[config.mk]
export PLATFORM = sky130hd
export DESIGN_NAME = axi4_write_arbiter
export DESIGN_NICKNAME = d
export VERILOG_FILES = /design/src/rtl/axi4_write_arbiter.sv
export SDC_FILE = /design/constraint.sdc
export NUM_CORES = 1
export LEC_CHECK = 0
export BUFFER_PORTS_ARGS = -buffer_cell sky130_fd_sc_hd__buf_2
export CAP_MARGIN = 20
export CORE_AREA = 2 2 150 152
export CTS_CLUSTER_DIAMETER = 200
export DETAILED_ROUTE_END_ITERATION = 10
export DIE_AREA = 0 0 152 154
export PLACE_DENSITY = 0.41
export SKIP_LAST_GASP = 1
export SYNTH_ARGS = -nofsm -noshare
export SYNTH_HDL_FRONTEND = slang
export SYNTH_SLANG_ARGS = --single-unit
[constraint.sdc]
create_clock -name clk -period 3 [get_ports clk]
set_input_delay 0.45 -clock clk [delete_from_list [all_inputs] [get_ports clk]]
set_output_delay 0.45 -clock clk [all_outputs]
set_load 0.005 [all_outputs]
[src/rtl/axi4_write_arbiter.sv]
// -----------------------------------------------------------------------------
// axi4_write_arbiter
//
// Lets NUM_M AXI4 write masters share one write slave port (AW/W/B). An AW
// request wins the grant in round-robin order. The grant is then held until the
// winner's B handshake completes, so only one write is outstanding at a time.
// Payloads are muxed by gnt_id at all times. Only the valid and ready signals
// are gated.
//
// Ports
//   clk, rst_n              clock (rising edge), async active-low reset
//   m_aw*/m_w*/m_b*         per-master channels, flattened by master index
//   m_bresp                 response broadcast to all masters
//   s_aw*/s_w*/s_b*         shared slave-side channels
//   gnt_id                  current / most recently granted master
//   busy                    high while a transaction is in XFER or RESP
// -----------------------------------------------------------------------------
module axi4_write_arbiter #(
  parameter  int NUM_M  = 4,
  parameter  int ADDR_W = 32,
  parameter  int DATA_W = 32,
  localparam int STRB_W = DATA_W / 8,
  localparam int ID_W   = $clog2(NUM_M)
) (
  input  logic                       clk,
  input  logic                       rst_n,
  input  logic [NUM_M-1:0]           m_awvalid,
  output logic [NUM_M-1:0]           m_awready,
  input  logic [NUM_M*ADDR_W-1:0]    m_awaddr,
  input  logic [NUM_M-1:0]           m_wvalid,
  output logic [NUM_M-1:0]           m_wready,
  input  logic [NUM_M*DATA_W-1:0]    m_wdata,
  input  logic [NUM_M*STRB_W-1:0]    m_wstrb,
  input  logic [NUM_M-1:0]           m_wlast,
  output logic [NUM_M-1:0]           m_bvalid,
  input  logic [NUM_M-1:0]           m_bready,
  output logic [1:0]                 m_bresp,
  output logic                       s_awvalid,
  input  logic                       s_awready,
  output logic [ADDR_W-1:0]          s_awaddr,
  output logic                       s_wvalid,
  input  logic                       s_wready,
  output logic [DATA_W-1:0]          s_wdata,
  output logic [STRB_W-1:0]          s_wstrb,
  output logic                       s_wlast,
  input  logic                       s_bvalid,
  output logic                       s_bready,
  input  logic [1:0]                 s_bresp,
  output logic [ID_W-1:0]            gnt_id,
  output logic                       busy
);

  typedef enum logic [1:0] {IDLE, XFER, RESP} state_t;

  localparam logic [ID_W-1:0] LAST_ID = ID_W'(NUM_M - 1);

  state_t          state;
  logic [ID_W-1:0] rr_ptr;
  logic            aw_done;
  logic            w_done;

  logic [ID_W-1:0] winner;
  logic            found;
  logic            aw_hs;
  logic            wlast_hs;
  logic            b_hs;

  // Round-robin search: the first requester at or above rr_ptr, wrapping at
  // NUM_M-1. The index wraps explicitly so non-power-of-two NUM_M works.
  always_comb begin
    logic [ID_W-1:0] idx;
    // NOTE: every variable gets a default before any conditional write, so the
    // block stays purely combinational and infers no latch.
    winner = '0;
    found  = 1'b0;
    idx    = rr_ptr;
    for (int i = 0; i < NUM_M; i++) begin
      if (!found && m_awvalid[idx]) begin
        found  = 1'b1;
        winner = idx;
      end
      idx = (idx == LAST_ID) ? '0 : idx + ID_W'(1);
    end
  end

  // Payload mux is independent of state; only the handshake signals are gated.
  assign s_awaddr = m_awaddr[int'(gnt_id) * ADDR_W +: ADDR_W];
  assign s_wdata  = m_wdata[int'(gnt_id) * DATA_W +: DATA_W];
  assign s_wstrb  = m_wstrb[int'(gnt_id) * STRB_W +: STRB_W];
  assign s_wlast  = m_wlast[gnt_id];
  assign m_bresp  = s_bresp;

  always_comb begin
    s_awvalid = 1'b0;
    s_wvalid  = 1'b0;
    s_bready  = 1'b0;
    m_awready = '0;
    m_wready  = '0;
    m_bvalid  = '0;
    case (state)
      XFER: begin
        s_awvalid         = m_awvalid[gnt_id] & ~aw_done;
        m_awready[gnt_id] = s_awready & ~aw_done;
        s_wvalid          = m_wvalid[gnt_id] & ~w_done;
        m_wready[gnt_id]  = s_wready & ~w_done;
      end
      RESP: begin
        m_bvalid[gnt_id] = s_bvalid;
        s_bready         = m_bready[gnt_id];
      end
      default: ;
    endcase
  end

  assign aw_hs    = s_awvalid & s_awready;
  assign wlast_hs = s_wvalid & s_wready & s_wlast;
  assign b_hs     = s_bvalid & s_bready;

  // NOTE: state is updated with non-blocking assignments, so every register
  // sees the values from before the edge, whatever the statement order.
  always_ff @(posedge clk or negedge rst_n) begin
    if (!rst_n) begin
      state   <= IDLE;
      rr_ptr  <= '0;
      gnt_id  <= '0;
      aw_done <= 1'b0;
      w_done  <= 1'b0;
      busy    <= 1'b0;
    end else begin
      case (state)
        IDLE: begin
          if (found) begin
            gnt_id  <= winner;
            aw_done <= 1'b0;
            w_done  <= 1'b0;
            state   <= XFER;
            busy    <= 1'b1;
          end
        end
        XFER: begin
          if (aw_hs)    aw_done <= 1'b1;
          if (wlast_hs) w_done  <= 1'b1;
          // Either flag can be set already or can complete in this cycle.
          if ((aw_done || aw_hs) && (w_done || wlast_hs)) state <= RESP;
        end
        RESP: begin
          if (b_hs) begin
            state  <= IDLE;
            busy   <= 1'b0;
            rr_ptr <= (gnt_id == LAST_ID) ? '0 : gnt_id + ID_W'(1);
          end
        end
        default: begin
          state <= IDLE;
          busy  <= 1'b0;
        end
      endcase
    end
  end

endmodule

==> summary.md <==
The leakage component of the power was 0.00236 uW. Root buffer selected by CTS: sky130_fd_sc_hd__clkbuf_16. The tightest min-delay check is of the input port to asynchronous set/reset pin type.

The logs give 1 for the H-tree depth and 16200 microns for the wire length reported by the detailed router. The run gives 384 as the number of placed I/O pins. The kind of cell with the highest combined delay along the critical path is multiplexers. The die span in y is 154 microns, and the final-report hold violation count is 0.

The remaining routing DRC violations is 0. Data arrives at the worst endpoint at 2660 ps. The logs give 0.794 for the routability congestion estimate from global placement and 0 for the number of warnings reported in the yosys synthesis log.

For the effective utilization at floorplan, the log shows 0.119. Setup violations remaining at the end of the flow were counted as 0. The logs give 0.0873 for the register area share after synthesis and 23400 sq um for the die area.

For this design, the slowest cell found on the critical path is sky130_fd_sc_hd__dfrtp_1. The worst-case clock buffer depth was 2. Setup repair after global routing left no endpoint under its margin. Synthesis handed over a netlist of 186 instances.

Tightest hold margin: 71.5 ps. The clock network latency to the later pin of the worst-skew pair is 230 ps. The initial DRC count was 187. The count of vias placed by the detailed router is 3498.

The data required time of the critical path is 3110 ps. The average size of a mapped cell was 13.9 sq um. Once the clock tree was built, the resizer swapped 0 gates to a different size. After detailed routing, the number of vias per cell comes to 4.19. The area added between synthesis and finish came out at 88.3%.

The floorplan step defined a core boundary enclosing 21700 sq um. Yosys mapped the design onto 37 distinct sky130hd cell types. CTS saw 9 sinks.

The run gives 0 as the count of nets left with antenna violations after detail routing. TritonCTS built the clock tree. The final worst-path cycle share was 0.850. After routing, the total negative slack on setup checks comes to 0 ps. The headroom to the max-slew limit was 0.592. The number of nets in the final layout was 852; the count of standard-cell rows was 54.

The post-synthesis instance area is 2580 sq um. Static timing analysis puts the maximum clock frequency at 392 MHz. Leaving out fill and tap cells, the most frequent cell in the layout is sky130_fd_sc_hd__buf_2. The final count of pins violating max slew was 0. Summed over all layers, the global routing overflow is 0.

The fraction of post-synthesis cell area in the top cell type by area is 0.629. Via count of the first global-routing pass: 3717. The logs give 2.01 ps for the worst-case clock skew and 23300 microns for the wire length of the first global-routing pass. The minimum clock period was 2550 ps. Initial antenna violation count: 7. In the post-synthesis netlist, the biggest area contributors are sky130_fd_sc_hd__mux4_2, sky130_fd_sc_hd__dfrtp_1, sky130_fd_sc_hd__ha_1, sky130_fd_sc_hd__and2_1, sky130_fd_sc_hd__mux2_2.

STA classifies the critical path startpoint as a flop. The number of nets in the synthesized netlist is 486. The flow ran to the end, and the final reports show no timing, DRC or antenna violations. Post-CTS timing repair inserted 0 buffers for setup. Together, buffers and inverters on the worst path number 0. The number of standard cells in the layout, taps in and fillers out came out at 835. After clock tree synthesis, the clock-pin slew on the worst setup and hold paths is 40 ps. Buffers placed on the I/O ports in this run total 379. Summed over all instances, the cell type with the most area after synthesis is sky130_fd_sc_hd__mux4_2. The signal on the critical path passes through ha_1 -> nor2_1 -> mux2_2 -> a221oi_2 -> a211o_4 -> mux2_4. The TritonCTS buffer count is 3. The slew of the pin with the lowest slew margin is 610 ps, and the horizontal die dimension is 152 microns. The fraction of layout cells with a size suffix above 1 was 0.857. The count of placed standard cells including taps was 827; the routed length per instance was 19.4 microns. Entering global routing, the biggest net connects 39 pins. The largest single stage delay on the critical path is 500 ps. Largest fanout on the critical path: 12. The tools report the detailed placement HPWL as 14600 microns. In the layout the commonest cells are sky130_fd_sc_hd__buf_2, sky130_fd_sc_hd__mux4_2, sky130_fd_sc_hd__and2_1, sky130_fd_sc_hd__a21oi_1, sky130_fd_sc_hd__dfrtp_1. The path type of the worst setup path was flop to flop. In this run, post-CTS hold repair placed 0 buffers. The tools report the count of TritonRoute iterations in the first routing pass as 6.

Power spread over the standard cell area amounts to 663 nW/um^2. The tools report the critical path capture point type as a flop. The synthesized design contains 9 register bits. Across the run, the number of max-cap violations was 0. For the total global-route track usage, the log shows 0.129. IR analysis of the VDD net gives a maximum drop of 0.285 mV.
worst register-to-register path, cell delays in order, from the launching register on:
cell and delay [ps]:
sky130_fd_sc_hd__dfrtp_1 500, sky130_fd_sc_hd__ha_1 320, sky130_fd_sc_hd__nor2_1 320, sky130_fd_sc_hd__mux2_2 390
sky130_fd_sc_hd__a221oi_2 370, sky130_fd_sc_hd__a211o_4 240, sky130_fd_sc_hd__mux2_4 300
routing by layer:
layer	wire (microns)	GRT usage	share of wire
met5	10	0	0.00062
met1	6650	0.165	0.41
met4	254	0.0187	0.016
met2	8160	0.226	0.50
met3	1120	0.0304	0.069
through the flow:
step                power, uW  setup slack (ps)  utilization  instance area [sq um]
floorplan                1980               789            -                   2580
global placement         3050               498        0.220                   4770
detailed placement       3040               478        0.220                   4770
CTS                      3280               464        0.223                   4850
global route             3470               359        0.224                   4850
finish                   3220               450        0.224                   4860
kinds of logic after synthesis:
kind of cell / after synthesis / synth area share
flops: 9 / 0.0873
fa+ha+maj: 5 / 0.0243
mux: 81 / 0.668
compound gates: 26 / 0.0738
simple gates: 39 / 0.0888
buf+inv: 26 / 0.0577
registers in the layout (all words and copies together) (netlist names):
signal   flops
gnt_id       2
rr_ptr       2
state        2
aw_done      1
busy         1
w_done       1
report_power, final:
| group | total, uW | switching [uW] | internal [uW] |
|---|---|---|---|
| clock network | 233 | 55.5 | 177 |
| logic | 2660 | 1180 | 1480 |
| registers | 329 | 145 | 184 |
final timing paths:
check	start	slack (ps)	endpoint	cells past startpoint
hold / removal	rst_n	70	busy	1
setup / recovery	rr_ptr[0]	450	gnt_id[1]	6
min in group clk	busy	520	busy	2
max in group asynchronous	rst_n	2710	gnt_id[1]	1
hold reg to reg	busy	520	busy	2
setup reg to reg	rr_ptr[0]	450	gnt_id[1]	6
area by class of cell:
cell class | count | area [sq um]
Multi-Input combinational cell | 151 | 2200
Sequential cell | 9 | 233
Timing Repair Buffer | 383 | 1960
Inverter | 4 | 15.0
Antenna cell | 4 | 10.0
Tap cell | 280 | 350
Clock buffer | 4 | 78.8
Fill cell | 2424 | 16800
synth_stat cells (all sizes together):
cell type / n
a211o: 1
a21o: 1
a21oi: 9
a221oi: 2
a22o: 2
a31oi: 1
a32o: 1
and2: 9
and3: 5
buf: 14
clkbuf: 8
dfrtp: 9
ha: 5
inv: 4
mux2: 6
mux2i: 3
mux4: 72
nand2: 5
nand2b: 2
nand4b: 1
nor2: 7
nor3: 1
nor3b: 5
o211ai: 1
o21ai: 3
o2bb2ai: 1
o31a: 1
o31ai: 3
or2: 3
or3b: 1
(Power assumes the default switching activity.)
